--- config.mk ---
export PLATFORM = sky130hd
export DESIGN_NAME = fetch_seq
export DESIGN_NICKNAME = d
export VERILOG_FILES = /design/src/rtl/fetch_seq.sv
export SDC_FILE = /design/constraint.sdc
export NUM_CORES = 1
export LEC_CHECK = 0
export ABC_AREA = 1
export CAP_MARGIN = 20
export CORE_ASPECT_RATIO = 1.25
export CORE_MARGIN = 2
export CORE_UTILIZATION = 38
export DETAILED_ROUTE_END_ITERATION = 10
export PLACE_DENSITY_LB_ADDON = 0.25
export RECOVER_POWER = 25
export SYNTH_ARGS = -nofsm -noshare
export SYNTH_HDL_FRONTEND = slang
export SYNTH_SLANG_ARGS = --single-unit
--- constraint.sdc ---
create_clock -name Clk -period 1.35 [get_ports Clk]
set_input_delay 0.27 -clock Clk [delete_from_list [all_inputs] [get_ports Clk]]
set_output_delay 0.27 -clock Clk [all_outputs]
set_load 0.005 [all_outputs]
--- src/rtl/fetch_seq.sv ---
// Instruction fetch sequencer: IDLE/RUN/HALT control around an instruction ROM and decoder.
// Optional executed-cycle counter enabled by defining FETCH_SEQ_CYCLE_COUNT_EN.
module fetch_seq (
   input  logic        Clk,
   input  logic        Reset,
   input  logic        Start,
   input  logic [8:0]  InstrIn,
   input  logic        BranchEn,
   input  logic [8:0]  BranchTarget,
   input  logic [1:0]  NextState,
   input  logic [8:0]  PrevInstructionOut,
   input  logic        Ack,
   output logic [8:0]  ProgCtr,
   output logic [8:0]  Instruction,
   output logic [1:0]  CurrState,
   output logic [8:0]  PrevInstruction,
   output logic        Running,
   output logic        Done,
   output logic [15:0] CycleCnt
);

   localparam int unsigned AddrW  = 9;
   localparam int unsigned InstrW = 9;
   localparam int unsigned ModeW  = 2;
   localparam int unsigned CntW   = 16;

   typedef enum logic [1:0] {
      S_IDLE = 2'b00,
      S_RUN  = 2'b01,
      S_HALT = 2'b10
   } state_e;

   state_e              state_q, state_d;
   logic [AddrW-1:0]    pc_q, pc_d;
   logic [ModeW-1:0]    curr_q, curr_d;
   logic [InstrW-1:0]   prev_q, prev_d;
   logic                running_q, running_d;
   logic                done_q, done_d;

   // Next-state and datapath update; Ack takes priority over branch and restart in RUN.
   always_comb begin
      state_d = state_q;
      pc_d    = pc_q;
      curr_d  = curr_q;
      prev_d  = prev_q;
      unique case (state_q)
         S_IDLE, S_HALT: begin
            if (Start) begin
               state_d = S_RUN;
               pc_d    = '0;
               curr_d  = '0;
               prev_d  = '0;
            end
         end
         S_RUN: begin
            if (Ack) begin
               state_d = S_HALT;
               curr_d  = '0;
            end else begin
               pc_d   = BranchEn ? BranchTarget : pc_q + AddrW'(1);
               curr_d = NextState;
               prev_d = PrevInstructionOut;
            end
         end
         default: begin
            state_d = S_IDLE;
            pc_d    = '0;
            curr_d  = '0;
            prev_d  = '0;
         end
      endcase
      running_d = (state_d == S_RUN);
      done_d    = (state_d == S_HALT);
   end

   always_ff @(posedge Clk or negedge Reset) begin
      if (!Reset) begin
         state_q   <= S_IDLE;
         pc_q      <= '0;
         curr_q    <= '0;
         prev_q    <= '0;
         running_q <= 1'b0;
         done_q    <= 1'b0;
      end else begin
         state_q   <= state_d;
         pc_q      <= pc_d;
         curr_q    <= curr_d;
         prev_q    <= prev_d;
         running_q <= running_d;
         done_q    <= done_d;
      end
   end

   assign ProgCtr         = pc_q;
   assign CurrState       = curr_q;
   assign PrevInstruction = prev_q;
   assign Running         = running_q;
   assign Done            = done_q;
   // ROM data passes straight through while running; NOP otherwise.
   assign Instruction     = running_q ? InstrIn : InstrW'(0);

`ifdef FETCH_SEQ_CYCLE_COUNT_EN
   logic [CntW-1:0] cnt_q, cnt_d;

   // Cleared on an accepted Start, saturating count of RUN cycles.
   always_comb begin
      cnt_d = cnt_q;
      if ((state_q != S_RUN) && Start) begin
         cnt_d = '0;
      end else if ((state_q == S_RUN) && (cnt_q != {CntW{1'b1}})) begin
         cnt_d = cnt_q + CntW'(1);
      end
   end

   always_ff @(posedge Clk or negedge Reset) begin
      if (!Reset) begin
         cnt_q <= '0;
      end else begin
         cnt_q <= cnt_d;
      end
   end

   assign CycleCnt = cnt_q;
`else
   assign CycleCnt = CntW'(0);
`endif

endmodule
==> impl_metrics.xml, run 1 <==
<?xml version="1.0" encoding="UTF-8"?>
<metrics>
  <group name="outcome">
    <metric name="status" unit="">finished with violations</metric>
    <metric name="violations_in_the_final_reports" unit="">setup timing</metric>
  </group>
  <group name="global_route">
    <metric name="grt_max_degree" unit="">25</metric>
    <metric name="number_of_antenna_violations_at_the_first_check_in_global_routing" unit="">0</metric>
    <metric name="grt_usage" unit="%">17.2</metric>
    <metric name="grt_pass1_wl" unit="mm">5.64</metric>
    <metric name="first_global_vias" unit="">1390</metric>
    <metric name="globalRoute.totalOverflow" unit="">0</metric>
  </group>
  <group name="setup_path">
    <metric name="worstPathRequired" unit="ns">1.08</metric>
    <metric name="cp_cell_instances" unit="">buf_6 &gt; buf_6 &gt; nand2_2 &gt; inv_2 &gt; buf_6</metric>
    <metric name="timing.critical_path.arrival" unit="ns">1.11</metric>
    <metric name="critical_path.slowest_cell" unit="">sky130_fd_sc_hd__dfrtp_1</metric>
    <metric name="worst_setup_path_start_kind" unit="">flip-flop</metric>
    <metric name="setup_slack_of_the_most_critical_reg_to_reg_path" unit="ns">0.11</metric>
    <metric name="worstReg2RegStart" unit="">ProgCtr[0]</metric>
    <metric name="cpPeakStageDelay" unit="ns">0.41</metric>
    <metric name="cp_num_buf_inv" unit="">4</metric>
    <metric name="critPathMostFrequentCell" unit="">sky130_fd_sc_hd__buf_6</metric>
    <metric name="crit_start" unit="">Running</metric>
    <metric name="worstSetupPathType" unit="">reg -&gt; out</metric>
    <metric name="crit_path_max_fanout" unit="">4</metric>
    <metric name="critical_path.top_delay_family" unit="">flip-flops</metric>
    <metric name="worstSetupEndpointType" unit="">output pin</metric>
  </group>
  <group name="routing">
    <metric name="routed_wirelength" unit="mm">3.35</metric>
    <metric name="dr_total_vias" unit="">1408</metric>
    <metric name="post-route-drc-count" unit="">0</metric>
    <metric name="avgRoutedWirePerCell" unit="µm">10.6</metric>
    <metric name="via_per_inst" unit="">4.46</metric>
    <metric name="initialDrtViolationCount" unit="">37</metric>
    <metric name="antenna_left" unit="">0</metric>
    <metric name="count_of_tritonroute_iterations_in_the_first_routing_pass" unit="">4</metric>
  </group>
  <group name="pwr">
    <metric name="power-per-cell-area" unit="mW/mm²">1110</metric>
    <metric name="power_frac_seq" unit="%">36.3</metric>
    <metric name="peakVddDrop" unit="mV">0.833</metric>
    <metric name="p_leak" unit="nW">1.27</metric>
    <metric name="p_clk_share" unit="%">25.6</metric>
    <metric name="comb_power_share" unit="%">38.1</metric>
    <metric name="internal-power" unit="mW">1.74</metric>
    <metric name="netSwitchingPower" unit="mW">0.765</metric>
    <metric name="power.share.switching" unit="%">30.6</metric>
  </group>
  <group name="logic_synthesis">
    <metric name="synth-compound-area-share" unit="%">4.20</metric>
    <metric name="synth_top_family_by_area" unit="">simple AND/OR/NAND/NOR gates</metric>
    <metric name="yosys_register_bits" unit="">24</metric>
    <metric name="postSynthCellCount" unit="">193</metric>
    <metric name="synthesis.yosys.warnings" unit="">0</metric>
    <metric name="synth_adder_area_share" unit="%">0.894</metric>
    <metric name="synthesis.area_per_instance" unit="µm²">7.25</metric>
    <metric name="netlist-cell-type-count" unit="">20</metric>
    <metric name="synth_xor_area_share" unit="%">1.88</metric>
    <metric name="synth-simple-area-share" unit="%">33.8</metric>
    <metric name="post_synth_instance_area" unit="mm²">0.00140</metric>
    <metric name="muxShareOfSynthArea" unit="%">0</metric>
    <metric name="yosysSeqAreaShare" unit="%">42.9</metric>
  </group>
  <group name="floorplan">
    <metric name="core_area" unit="mm²">0.00351</metric>
    <metric name="initial_utilization" unit="%">39.8</metric>
    <metric name="floorplan.die.width" unit="µm">58.3</metric>
    <metric name="ioPinCount" unit="">81</metric>
    <metric name="die-area" unit="mm²">0.00419</metric>
    <metric name="row_count" unit="">24</metric>
    <metric name="die_y" unit="µm">71.8</metric>
  </group>
  <group name="timing">
    <metric name="max_slew_margin" unit="%">59.0</metric>
    <metric name="post-route-period-util" unit="%">102</metric>
    <metric name="setup_ws" unit="ns">-0.0330</metric>
    <metric name="finalSetupViolations" unit="">6</metric>
    <metric name="pins_over_slew_limit" unit="">0</metric>
    <metric name="clock.fmax" unit="MHz">723</metric>
    <metric name="timing.final.crit_period" unit="ns">1.38</metric>
    <metric name="fin_worst_skew" unit="ns">0.00211</metric>
    <metric name="report.final.hold_viol_count" unit="">0</metric>
    <metric name="rsz_0062_raised_after_global_routing" unit="">true</metric>
    <metric name="setup_tns" unit="ns">-0.144</metric>
    <metric name="worst_pin_slew" unit="ns">0.615</metric>
  </group>
  <group name="layout">
    <metric name="final_nets" unit="">313</metric>
    <metric name="n_fill_cell" unit="">330</metric>
    <metric name="layout_common_cells" unit="">60 x sky130_fd_sc_hd__nand2_1, 32 x sky130_fd_sc_hd__clkdlybuf4s50_1, 24 x sky130_fd_sc_hd__dfrtp_1</metric>
    <metric name="post_route_cells_drive_above_1_share" unit="%">19.1</metric>
    <metric name="finish.instance_area" unit="mm²">0.00226</metric>
    <metric name="layout-area-overhead-vs-synth" unit="%">61.6</metric>
    <metric name="antenna_cells" unit="">0</metric>
    <metric name="mostFrequentLayoutCell" unit="">sky130_fd_sc_hd__nand2_1</metric>
  </group>
  <group name="clock_network">
    <metric name="cts_made_buffers" unit="">3</metric>
    <metric name="tritoncts_clock_tree" unit="">yes</metric>
    <metric name="worstSkewPairLatency" unit="ns">0.27</metric>
    <metric name="cts.hold.buffers_added" unit="">0</metric>
    <metric name="ctsRootBufferMaster" unit="">sky130_fd_sc_hd__clkbuf_8</metric>
    <metric name="clockBufferDepth" unit="">2</metric>
    <metric name="htree_levels" unit="">1</metric>
    <metric name="worst_setup_hold_path_clk_slew" unit="ns">0.09</metric>
    <metric name="sink_count_of_the_clock_tree" unit="">24</metric>
  </group>
  <group name="hold_path">
    <metric name="hold_start" unit="">PrevInstruction[3]</metric>
    <metric name="hold_path_class" unit="">reg -&gt; reg</metric>
  </group>
  <group name="placed_design">
    <metric name="detailed_place_hpwl" unit="mm">2.45</metric>
    <metric name="port_buffers" unit="">64</metric>
    <metric name="dpl_cell_area" unit="mm²">0.00210</metric>
    <metric name="globalplace.congestion" unit="">0.726</metric>
  </group>
  <group name="flow_run">
    <metric name="drv_cap" unit="">0</metric>
  </group>
</metrics>
-- flip-flops by register name, summed over array words and instances, names as in the netlist --
name	flops
ProgCtr	9
Running	1
PrevInstruction	9
Done	1
state_q	2
CurrState	2
-- what timing repair did --
item | CTS | global route
endpoints found under the setup margin | 31 | 13
pin swaps | 0 | 1
resized for setup | 60 | 21
setup buffers | 10 | 0
-- worst register-to-register path: cells and delay by family (launching register included) --
family	cells	cell delay, ns
simple gates	4	0.29
fa+ha+maj	1	0.16
buf+inv	1	0.16
xor+xnor	1	0.15
flops	1	0.38
-- synth_stat cells --
cell type	count	area, µm²
sky130_fd_sc_hd__dfrtp_1	24	601
sky130_fd_sc_hd__o21ai_0	8	40.0
sky130_fd_sc_hd__nand2_2	1	6.26
sky130_fd_sc_hd__nor2_1	20	75.1
sky130_fd_sc_hd__o21a_1	1	7.51
sky130_fd_sc_hd__inv_2	1	3.75
sky130_fd_sc_hd__clkbuf_1	2	7.51
sky130_fd_sc_hd__buf_4	16	120
sky130_fd_sc_hd__buf_2	2	10.0
sky130_fd_sc_hd__nor2_4	1	11.3
sky130_fd_sc_hd__ha_1	1	12.5
sky130_fd_sc_hd__o22ai_1	1	6.26
sky130_fd_sc_hd__buf_6	1	11.3
sky130_fd_sc_hd__conb_1	1	3.75
sky130_fd_sc_hd__nand3_1	22	110
sky130_fd_sc_hd__nand2_4	2	22.5
sky130_fd_sc_hd__inv_1	19	71.3
sky130_fd_sc_hd__nand2_1	66	248
sky130_fd_sc_hd__xor2_1	3	26.3
sky130_fd_sc_hd__o21ai_1	1	5.00
-- routing by layer --
layer / track usage [%] / wire [µm] / part of all wire, %
met1: 19.6 / 1380 / 41
met2: 29.2 / 1620 / 48
met3: 4.51 / 284 / 8.5
met4: 8.53 / 71 / 2.1
met5: 0 / 0 / 0
-- area by class of cell --
class                           instances  area [µm²]  share of cell area (%)
Clock inverter                          1        30.0                    1.33
Multi-Input combinational cell        143         681                    30.1
Tap cell                               39        48.8                    2.16
Clock buffer                            3        41.3                    1.83
Sequential cell                        24         601                    26.6
Timing Repair Buffer                   86         785                    34.7
Inverter                               20        75.1                    3.32
-- power groups by stage --
stage          clock (mW)  sequential (mW)  combinational (mW)
2_1_floorplan           0            0.960               0.370
3_3_place_gp            0            0.949               0.870
3_5_place_dp            0            0.951               0.881
4_1_cts             0.650            0.908               0.918
5_1_grt             0.681            0.924                1.06
6_report            0.640            0.907               0.954
-- cell families (layout without fill, tap and decap cells) --
kind of cell | after synthesis | in the layout
adder cells (fa/ha/maj) | 1 | 1
XOR/XNOR | 3 | 3
other | 1 | 16
flip-flops | 24 | 24
AO/OA/AOI/OAI | 11 | 11
AND/OR/NAND/NOR | 112 | 112
buffers and inverters | 41 | 110
-- path summary, 6_finish.rpt --
check | to | depth (start not counted)
max | Instruction[2] | 5
min | PrevInstruction[3] | 2
max reg2reg | ProgCtr[4] | 7
min reg2reg | PrevInstruction[3] | 2
max in group asynchronous | Running | 2
min in group asynchronous | PrevInstruction[5] | 2
-- through the flow --
stage / power, mW / util, % / std cells / setup WS, ns / hold WS (ns)
floorplan: 1.33 / - / 208 / 0.183 / -0.0256
global placement: 1.82 / 59.7 / 302 / -0.227 / 0.454
detailed placement: 1.83 / 59.7 / 302 / -0.234 / 0.462
CTS: 2.48 / 63.0 / 316 / -0.131 / 0.365
global route: 2.67 / 64.4 / 316 / -0.0768 / 0.505
finish: 2.50 / 64.4 / 316 / -0.0330 / 0.472
Note: power is estimated with default switching activity, not from simulation.
==> inputs of run 2 (changes only) <==
Settings changed: CELL_PAD_IN_SITES_DETAIL_PLACEMENT set to 0, CELL_PAD_IN_SITES_GLOBAL_PLACEMENT set to 1, CORE_UTILIZATION 38 to 25.
==> run 2 against run 1 <==
Effect of this change: the flow now finishes without violations; clock power is 21% lower; via count rose by 1.4%; clock skew is 0.0012 ns higher; total power down 1.8%; global-route usage decreased by 4.3 points; register-to-register slack improved by 0.03 ns; die area up 48%; worst hold slack better by 0.0026 ns; non-clock buffer count up 5; utilization shrank 21 points; sequential share of layout area shrank 0.66 points; critical path type unchanged; critical endpoint is now Instruction[7]; largest cell class unchanged; largest power group unchanged; highest routed layer unchanged.
==> impl_metrics.xml, run 2 (synthesis gave the netlist of run 1 again) <==
<?xml version="1.0" encoding="UTF-8"?>
<metrics>
  <group name="global_route">
    <metric name="globalRoute.totalOverflow" unit="">0</metric>
    <metric name="grt_pass1_wl" unit="mm">6.35</metric>
    <metric name="grt.met3_usage" unit="%">3.68</metric>
    <metric name="grt_usage" unit="%">12.9</metric>
    <metric name="grt_util_met1" unit="%">15.1</metric>
    <metric name="number_of_antenna_violations_at_the_first_check_in_global_routing" unit="">0</metric>
    <metric name="first_global_vias" unit="">1368</metric>
    <metric name="gr-max-usage-layer" unit="">met2</metric>
    <metric name="gr-usage-met2" unit="%">22.6</metric>
    <metric name="grt_max_degree" unit="">25</metric>
  </group>
  <group name="flow_run">
    <metric name="drv_cap" unit="">0</metric>
  </group>
  <group name="timing">
    <metric name="clock.fmax" unit="MHz">743</metric>
    <metric name="report.final.hold_viol_count" unit="">0</metric>
    <metric name="fin_worst_skew" unit="ns">0.00333</metric>
    <metric name="post-route-period-util" unit="%">99.7</metric>
    <metric name="pins_over_slew_limit" unit="">0</metric>
    <metric name="setup_ws" unit="ns">0.00450</metric>
    <metric name="whs" unit="ns">0.474</metric>
    <metric name="finalSetupViolations" unit="">0</metric>
    <metric name="setup_tns" unit="ns">0</metric>
    <metric name="timing.final.crit_period" unit="ns">1.35</metric>
    <metric name="worst_pin_slew" unit="ns">0.656</metric>
    <metric name="rsz_0062_raised_after_global_routing" unit="">true</metric>
    <metric name="max_slew_margin" unit="%">56.3</metric>
  </group>
  <group name="pwr">
    <metric name="power-per-cell-area" unit="mW/mm²">1060</metric>
    <metric name="power_frac_seq" unit="%">37.4</metric>
    <metric name="power.share.switching" unit="%">32.2</metric>
    <metric name="p_leak" unit="nW">1.29</metric>
    <metric name="peakVddDrop" unit="mV">0.521</metric>
    <metric name="internal-power" unit="mW">1.67</metric>
    <metric name="comb_power_share" unit="%">42.0</metric>
    <metric name="netSwitchingPower" unit="mW">0.790</metric>
    <metric name="p_clk_share" unit="%">20.6</metric>
    <metric name="sum_of_internal_switching_and_leakage_power" unit="mW">2.46</metric>
  </group>
  <group name="setup_path">
    <metric name="worstSetupPathType" unit="">reg -&gt; out</metric>
    <metric name="worstPathRequired" unit="ns">1.08</metric>
    <metric name="crit_path_max_fanout" unit="">6</metric>
    <metric name="worstSetupEndpointType" unit="">output pin</metric>
    <metric name="timing.critical_path.arrival" unit="ns">1.08</metric>
    <metric name="worst_setup_path_start_kind" unit="">flip-flop</metric>
    <metric name="worstReg2RegStart" unit="">ProgCtr[0]</metric>
    <metric name="crit_start" unit="">Running</metric>
  </group>
  <group name="layout">
    <metric name="finish.instance_area" unit="mm²">0.00232</metric>
    <metric name="n_fill_cell" unit="">579</metric>
    <metric name="final_nets" unit="">318</metric>
    <metric name="layout.core_utilization" unit="%">43.0</metric>
    <metric name="mostFrequentLayoutCell" unit="">sky130_fd_sc_hd__nand2_1</metric>
    <metric name="layout_common_cells" unit="">59 x sky130_fd_sc_hd__nand2_1, 32 x sky130_fd_sc_hd__clkdlybuf4s50_1, 23 x sky130_fd_sc_hd__dfrtp_1</metric>
    <metric name="layout-area-overhead-vs-synth" unit="%">66.1</metric>
    <metric name="antenna_cells" unit="">0</metric>
    <metric name="instances_no_fill" unit="">346</metric>
    <metric name="post_route_cells_drive_above_1_share" unit="%">22.0</metric>
  </group>
  <group name="floorplan">
    <metric name="ioPinCount" unit="">81</metric>
    <metric name="floorplan.die.width" unit="µm">70.9</metric>
    <metric name="core_area" unit="mm²">0.00541</metric>
    <metric name="initial_utilization" unit="%">25.9</metric>
    <metric name="row_count" unit="">30</metric>
    <metric name="die-area" unit="mm²">0.00621</metric>
    <metric name="die_y" unit="µm">87.6</metric>
  </group>
  <group name="routing">
    <metric name="avgRoutedWirePerCell" unit="µm">10.9</metric>
    <metric name="count_of_tritonroute_iterations_in_the_first_routing_pass" unit="">4</metric>
    <metric name="routed_wirelength" unit="mm">3.77</metric>
    <metric name="dr_total_vias" unit="">1428</metric>
    <metric name="post-route-drc-count" unit="">0</metric>
    <metric name="via_per_inst" unit="">4.13</metric>
    <metric name="antenna_left" unit="">0</metric>
    <metric name="initialDrtViolationCount" unit="">51</metric>
  </group>
  <group name="clock_network">
    <metric name="cts_made_buffers" unit="">3</metric>
    <metric name="clockBufferDepth" unit="">2</metric>
    <metric name="sink_count_of_the_clock_tree" unit="">24</metric>
    <metric name="worstSkewPairLatency" unit="ns">0.27</metric>
    <metric name="htree_levels" unit="">1</metric>
    <metric name="tritoncts_clock_tree" unit="">yes</metric>
    <metric name="ctsRootBufferMaster" unit="">sky130_fd_sc_hd__clkbuf_8</metric>
    <metric name="worst_setup_hold_path_clk_slew" unit="ns">0.09</metric>
  </group>
  <group name="hold_path">
    <metric name="hold_start" unit="">PrevInstruction[4]</metric>
    <metric name="hold_path_class" unit="">reg -&gt; reg</metric>
  </group>
  <group name="outcome">
    <metric name="status" unit="">complete, no violations</metric>
  </group>
  <group name="placed_design">
    <metric name="dp_cells" unit="">331</metric>
    <metric name="detailedPlace.worstSlack" unit="ns">-0.250</metric>
    <metric name="dpl_cell_area" unit="mm²">0.00220</metric>
    <metric name="globalplace.congestion" unit="">0.677</metric>
    <metric name="port_buffers" unit="">64</metric>
    <metric name="detailed_place_hpwl" unit="mm">2.80</metric>
  </group>
</metrics>
-- run 2: cell type report --
type                       instances  area (µm²)  area share [%]
tap                               64        80.1            3.45
inverter                          20        75.1            3.23
timing repair buffer              91         828            35.6
clock buffer                       4        55.1            2.37
multi-input combinational        143         683            29.4
sequential                        24         602            25.9
-- run 2: critical path, cell delays in order, from the launching register on --
cell and delay (ns):
sky130_fd_sc_hd__dfrtp_2 0.47, sky130_fd_sc_hd__buf_6 0.15, sky130_fd_sc_hd__nand2_2 0.05, sky130_fd_sc_hd__inv_2 0.03, sky130_fd_sc_hd__buf_6 0.10
-- run 2: layer usage --
layer,vias up,wire length (µm)
li1,736,-
met5,-,0
met4,0,52
met1,642,1640
met3,5,292
met2,45,1790
-- run 2: final timing paths --
kind,end,slack [ns],depth (start not counted)
hold reg to reg,PrevInstruction[4],0.47,2
min in group asynchronous,PrevInstruction[3],0.54,2
setup reg to reg,ProgCtr[3],0.14,7
hold / removal,PrevInstruction[4],0.47,2
setup / recovery,Instruction[7],0.004,4
max in group asynchronous,Running,0.34,2
-- run 2: power groups by stage --
stage / clock, mW / combinational (mW) / sequential (mW)
floorplan: 0 / 0.370 / 0.960
global placement: 0 / 0.980 / 0.955
detailed placement: 0 / 0.988 / 0.953
CTS: 0.539 / 1.02 / 0.913
global route: 0.562 / 1.15 / 0.934
finish: 0.505 / 1.03 / 0.918
-- run 2: what timing repair did --
item	CTS	global route
setup buffers	10	2
endpoints found under the setup margin	31	12
pin swaps	0	3
endpoints found under the hold margin	0	0
resized for setup	67	19
hold buffers	0	0
==> inputs of run 3 (changes only) <==
Settings changed: CORE_ASPECT_RATIO 1.25 to 0.7, SLEW_MARGIN set to 10.
==> run 3 against run 2 <==
Effect of this change: clock power shrank 4.6%; setup slack gained 0.036 ns; combinational power is essentially flat; non-clock buffer count grew 3; global-route usage shrank 0.35 points; sequential share of layout area grew 0.14 points; final cell count grew 3.2%; wire length grew 0.29%; utilization grew 0.51 points; die area is essentially flat; worst hold slack lost 0.0034 ns; critical path type unchanged; highest routed layer unchanged.
==> impl_metrics.xml, run 3 (synthesis gave the netlist of run 1 again) <==
<?xml version="1.0" encoding="UTF-8"?>
<metrics>
  <group name="timing">
    <metric name="finalSetupViolations" unit="">0</metric>
    <metric name="rsz_0062_raised_after_global_routing" unit="">false</metric>
    <metric name="clock.fmax" unit="MHz">763</metric>
    <metric name="report.final.hold_viol_count" unit="">0</metric>
    <metric name="post-route-period-util" unit="%">97.0</metric>
    <metric name="timing.final.crit_period" unit="ns">1.31</metric>
    <metric name="pins_over_slew_limit" unit="">0</metric>
    <metric name="fin_worst_skew" unit="ns">0.00494</metric>
    <metric name="worst_pin_slew" unit="ns">0.607</metric>
    <metric name="setup_ws" unit="ns">0.0402</metric>
    <metric name="max_slew_margin" unit="%">59.6</metric>
  </group>
  <group name="layout">
    <metric name="layout-area-overhead-vs-synth" unit="%">65.2</metric>
    <metric name="layout_common_cells" unit="">65 x sky130_fd_sc_hd__nand2_1, 32 x sky130_fd_sc_hd__clkdlybuf4s50_1, 25 x sky130_fd_sc_hd__buf_4</metric>
    <metric name="mostFrequentLayoutCell" unit="">sky130_fd_sc_hd__nand2_1</metric>
    <metric name="final_nets" unit="">321</metric>
    <metric name="layout.core_utilization" unit="%">43.5</metric>
    <metric name="post_route_cells_drive_above_1_share" unit="%">18.9</metric>
    <metric name="antenna_cells" unit="">0</metric>
  </group>
  <group name="placed_design">
    <metric name="detailedPlace.worstSlack" unit="ns">-0.251</metric>
    <metric name="port_buffers" unit="">64</metric>
    <metric name="globalplace.congestion" unit="">0.717</metric>
    <metric name="detailed_place_hpwl" unit="mm">2.86</metric>
  </group>
  <group name="pwr">
    <metric name="p_leak" unit="nW">1.30</metric>
    <metric name="peakVddDrop" unit="mV">0.348</metric>
    <metric name="power-per-cell-area" unit="mW/mm²">1040</metric>
  </group>
  <group name="floorplan">
    <metric name="initial_utilization" unit="%">26.3</metric>
    <metric name="row_count" unit="">22</metric>
    <metric name="ioPinCount" unit="">81</metric>
    <metric name="die-area" unit="mm²">0.00622</metric>
    <metric name="core_area" unit="mm²">0.00531</metric>
    <metric name="floorplan.die.width" unit="µm">93.4</metric>
    <metric name="die_y" unit="µm">66.6</metric>
  </group>
  <group name="global_route">
    <metric name="first_global_vias" unit="">1290</metric>
    <metric name="globalRoute.totalOverflow" unit="">0</metric>
    <metric name="number_of_antenna_violations_at_the_first_check_in_global_routing" unit="">0</metric>
    <metric name="grt_pass1_wl" unit="mm">6.08</metric>
    <metric name="grt_usage" unit="%">12.5</metric>
    <metric name="grt_max_degree" unit="">25</metric>
  </group>
  <group name="setup_path">
    <metric name="worst_setup_path_start_kind" unit="">flip-flop</metric>
    <metric name="cp_cell_instances" unit="">buf_4 &gt; dlygate4sd2_1</metric>
    <metric name="cp_num_cells" unit="">2</metric>
    <metric name="cp_num_buf_inv" unit="">2</metric>
    <metric name="worstPathRequired" unit="ns">1.08</metric>
    <metric name="timing.critical_path.arrival" unit="ns">1.04</metric>
    <metric name="critical_path.slowest_cell" unit="">sky130_fd_sc_hd__dfrtp_1</metric>
    <metric name="cpPeakStageDelay" unit="ns">0.39</metric>
    <metric name="crit_path_max_fanout" unit="">2</metric>
    <metric name="rr_worst_depth" unit="">7</metric>
    <metric name="worstSetupEndpointType" unit="">output pin</metric>
    <metric name="worstSetupPathType" unit="">reg -&gt; out</metric>
    <metric name="critical_path.top_delay_family" unit="">flip-flops</metric>
  </group>
  <group name="clock_network">
    <metric name="clockBufferDepth" unit="">2</metric>
    <metric name="worst_setup_hold_path_clk_slew" unit="ns">0.08</metric>
    <metric name="worstSkewPairLatency" unit="ns">0.26</metric>
    <metric name="htree_levels" unit="">1</metric>
    <metric name="ctsRootBufferMaster" unit="">sky130_fd_sc_hd__clkbuf_8</metric>
    <metric name="sink_count_of_the_clock_tree" unit="">24</metric>
    <metric name="tritoncts_clock_tree" unit="">yes</metric>
    <metric name="cts_made_buffers" unit="">3</metric>
  </group>
  <group name="routing">
    <metric name="routed_wirelength" unit="mm">3.78</metric>
    <metric name="count_of_tritonroute_iterations_in_the_first_routing_pass" unit="">4</metric>
    <metric name="antenna_left" unit="">0</metric>
    <metric name="dr_total_vias" unit="">1417</metric>
    <metric name="post-route-drc-count" unit="">0</metric>
    <metric name="via_per_inst" unit="">3.97</metric>
    <metric name="avgRoutedWirePerCell" unit="µm">10.6</metric>
    <metric name="initialDrtViolationCount" unit="">26</metric>
  </group>
  <group name="outcome">
    <metric name="status" unit="">complete, no violations</metric>
  </group>
  <group name="hold_path">
    <metric name="hold_path_class" unit="">reg -&gt; reg</metric>
    <metric name="worstHoldPathCells" unit="">2</metric>
  </group>
  <group name="flow_run">
    <metric name="drv_cap" unit="">0</metric>
  </group>
</metrics>
-- run 3: cell count changes in the layout (fill, tap and decap cells not counted), moves of 3 or more --
cell                      before  now
sky130_fd_sc_hd__nand2_2       5    2
sky130_fd_sc_hd__buf_6         7    2
sky130_fd_sc_hd__nand2_4       5    2
sky130_fd_sc_hd__inv_1        14   19
sky130_fd_sc_hd__buf_4        22   25
sky130_fd_sc_hd__inv_2         6    1
sky130_fd_sc_hd__buf_2         5    8
sky130_fd_sc_hd__nand2_1      59   65
-- run 3: worst reg2reg max path: stages, from the launching register on --
cell and delay (ns):
sky130_fd_sc_hd__dfrtp_1 0.39, sky130_fd_sc_hd__buf_4 0.16, sky130_fd_sc_hd__ha_4 0.17, sky130_fd_sc_hd__nand3_2 0.09, sky130_fd_sc_hd__xor2_1 0.16, sky130_fd_sc_hd__nand2_1 0.07
sky130_fd_sc_hd__nand2_1 0.05, sky130_fd_sc_hd__nand2_1 0.04
-- run 3: per-layer routing --
metal	GRT usage, %	wire, µm
met5	0	0
met1	17.1	1860
met4	2.21	30
met3	3.85	326
met2	19.7	1560
-- run 3: through the flow --
| step | cells | hold slack [ns] | setup TNS [ns] | power, mW | instance area (µm²) |
|---|---|---|---|---|---|
| floorplan | 208 | -0.0256 | 0 | 1.33 | 1460 |
| global placement | 341 | 0.454 | -2.43 | 1.93 | 2220 |
| detailed placement | 341 | 0.460 | -2.48 | 1.92 | 2220 |
| CTS | 355 | 0.348 | -0.0178 | 2.42 | 2300 |
| global route | 357 | 0.504 | 0 | 2.59 | 2310 |
| finish | 357 | 0.471 | 0 | 2.40 | 2310 |
-- run 3: power breakdown --
part | switching [mW] | internal (mW)
Combinational | 0.464 | 0.551
Sequential | 0.0642 | 0.841
Clock | 0.222 | 0.260
-- run 3: what timing repair did --
action / 4_1_cts / 5_1_grt
endpoints found under the setup margin: 31 / 6
hold buffers: 0 / 0
setup buffers: 10 / 2
resized for setup: 63 / 8
-- run 3: area by class of cell --
class | count | area, µm²
fill | 567 | 3000
timing repair buffer | 94 | 836
multi-input combinational | 143 | 653
sequential | 24 | 602
tap | 72 | 90.1
inverter | 20 | 75.1
clock buffer | 4 | 55.1
-- run 3: worst paths after layout --
path / endpoint / slack [ns] / startpoint
max in group asynchronous: Running / 0.37 / Reset
setup reg to reg: ProgCtr[4] / 0.11 / ProgCtr[0]
hold / removal: PrevInstruction[2] / 0.47 / PrevInstruction[2]
hold reg to reg: PrevInstruction[2] / 0.47 / PrevInstruction[2]
min in group asynchronous: PrevInstruction[5] / 0.54 / Reset
setup / recovery: ProgCtr[0] / 0.04 / ProgCtr[0]
==> patch, RTL diff (flow settings as in run 2) <==
Add an input register stage for `BranchTarget`, without a reset; this delays it by one clock. The other inputs are not delayed to match.
--- a/src/rtl/fetch_seq.sv
+++ b/src/rtl/fetch_seq.sv
@@ -30,6 +30,12 @@
       S_HALT = 2'b10
    } state_e;
 
+   logic [8:0] BranchTarget_q;
+
+   always_ff @(posedge Clk) begin
+      BranchTarget_q <= BranchTarget;
+   end
+
    state_e              state_q, state_d;
    logic [AddrW-1:0]    pc_q, pc_d;
    logic [ModeW-1:0]    curr_q, curr_d;
@@ -57,7 +63,7 @@
                state_d = S_HALT;
                curr_d  = '0;
             end else begin
-               pc_d   = BranchEn ? BranchTarget : pc_q + AddrW'(1);
+               pc_d   = BranchEn ? BranchTarget_q : pc_q + AddrW'(1);
                curr_d = NextState;
                prev_d = PrevInstructionOut;
             end
Function: changed (Yosys sat finds a counterexample within 4 cycles, from zero or initial values and one cycle with Reset low).
==> patch against run 2 <==
- power up 16%
- final area is 5.0% higher
- fmax up 5.2%
- critical path depth is the same
- sequential cell count grew 9
- routed wire length grew 1.7%
- setup slack better by 67 ps
- synthesized area is 13% higher
- clock skew up 4.7 ps
- utilization decreased by 3.2 points
- synthesized cell count rose by 4.7%
==> patch: results (changes against run 2) <==
\begin{tabular}{lr}
\hline
Metric & Value \\
\hline
\multicolumn{2}{l}{\textbf{Timing}} \\
Clock skew after layout & 8.00 ps (+4.67 ps) \\
Maximum frequency from static timing analysis & 782 MHz (+5.2\%) \\
Slew @ Worst Pin & 646 ps (-9.56 ps) \\
\multicolumn{2}{l}{\textbf{Routing}} \\
Final routed wire length divided by cell count & 10.2 um (-6.4\%) \\
Drt initial violations & 29 (-43\%) \\
Total via count in the routed design & 1474 (+3.2\%) \\
Detail-routed via count per cell & 3.92 (-5.0\%) \\
\multicolumn{2}{l}{\textbf{Pwr}} \\
Worst VDD drop & 0.507 mV (-2.9\%) \\
Power consumed by the clock network & 768 uW (+52\%) \\
Combinational share of power & 31.0\% (-11 points) \\
LEAKAGE & 0.00134 uW (+3.9\%) \\
Overall power & 2840 uW (+16\%) \\
Switching Fraction & 30.0\% (-2.2 points) \\
\multicolumn{2}{l}{\textbf{Synthesis}} \\
Cell variety after synth & 21 (+5.0\%) \\
Async set or reset register ratio after synthesis & 72.7\% (-27 points) \\
Sequential share of the synthesized area & 49.4\% (+6.5 points) \\
Synth Area in Compound Gates & 3.72\% (-0.48 points) \\
Instance count of the mapped netlist & 202 (+4.7\%) \\
Arithmetic-cell share of the synthesized area counting full adders, half adders and majority gates & 0.792\% (-0.10 points) \\
Post-synthesis share of cell area spent on xor and xnor gates & 1.66\% (-0.21 points) \\
Cell types with the largest area share after synthesis & sky130\_fd\_sc\_hd\_\_dfrtp\_1, sky130\_fd\_sc\_hd\_\_nand2\_1, sky130\_fd\_sc\_hd\_\_dfxtp\_1 \\
\multicolumn{2}{l}{\textbf{Outcome}} \\
Status & finished clean \\
\multicolumn{2}{l}{\textbf{Clock tree}} \\
Number of buffers created by CTS & 5 (+2) \\
Count of H-tree levels built during CTS & 2 (+1) \\
Clock slew at the register clock pins of the worst setup and hold paths & 70 ps (-20 ps) \\
Cell at the root of the clock tree & sky130\_fd\_sc\_hd\_\_clkbuf\_8 \\
\multicolumn{2}{l}{\textbf{Placement}} \\
Number of placed instances with taps included & 358 (+8.2\%) \\
Final RePlAce weighted congestion & 0.768 (+13\%) \\
Detailed Place HPWL & 2.79 mm (-0.27\%) \\
Setup Slack @ Placement & -255 ps (-5.23 ps) \\
Placement Cell Area & 2340 sq um (+6.7\%) \\
\multicolumn{2}{l}{\textbf{GRT}} \\
Total routing usage reported by global routing & 12.2\% (-0.65 points) \\
Via count of the first global-routing pass & 1481 (+8.3\%) \\
First-pass GRT wire length & 6.47 mm (+1.7\%) \\
\multicolumn{2}{l}{\textbf{Critical path}} \\
Largest fanout of any net on the critical path & 5 (-1) \\
Critical path arrival & 1010 ps (-70 ps) \\
\multicolumn{2}{l}{\textbf{Cells and area}} \\
Final Net Count & 325 (+2.2\%) \\
Fraction of final layout cells sized beyond drive strength 1 & 16.5\% (-5.5 points) \\
\hline
\end{tabular}
==> patch: path summary, 6_finish.rpt <==
check,cells after the start,slack (ps),start,endpoint
worst max-delay path,4,70,Running$_DFF_PN0_,Instruction[3]
max in group asynchronous,2,350,Reset,Running$_DFF_PN0_
worst max register to register,5,90,ProgCtr[0]$_DFFE_PN0P_,ProgCtr[2]$_DFFE_PN0P_
min in group asynchronous,2,540,Reset,ProgCtr[6]$_DFFE_PN0P_
worst min-delay path,2,470,PrevInstruction[3]$_DFFE_PN0P_,PrevInstruction[3]$_DFFE_PN0P_
worst min register to register,2,470,PrevInstruction[3]$_DFFE_PN0P_,PrevInstruction[3]$_DFFE_PN0P_
==> patch: per-layer routing <==
layer | vias up | track usage, % | wire, um
li1 | 762 | - | -
met1 | 663 | 14.2 | 1600
met2 | 44 | 20.8 | 1970
met3 | 5 | 3.70 | 224
met4 | 0 | 4.02 | 50
met5 | - | 0 | 0
==> patch: critical path, stage by stage, from the launching register on <==
cell and delay [ps]:
sky130_fd_sc_hd__dfrtp_2 410, sky130_fd_sc_hd__buf_6 130, sky130_fd_sc_hd__nand2_1 50, sky130_fd_sc_hd__inv_1 30, sky130_fd_sc_hd__buf_2 110
==> patch: area by class of cell <==
type,count,area (sq um)
tap,85,106
clock buffer,8,90.1
multi-input combinational,143,641
fill,683,3690
sequential,33,782
timing repair buffer,87,746
inverter,20,75.1
==> patch: what timing repair did <==
action	in CTS	in global routing
gates resized for setup	63	5
buffers inserted	9	1
endpoints found under the setup margin	31	5
==> patch: logic make-up (layout without fill, tap and decap cells) <==
group,count (synthesis),count (layout)
simple gates,112,112
buf+inv,41,115
flops,33,33
compound gates,11,11
xor+xnor,3,3
fa+ha+maj,1,1
other cells,1,16
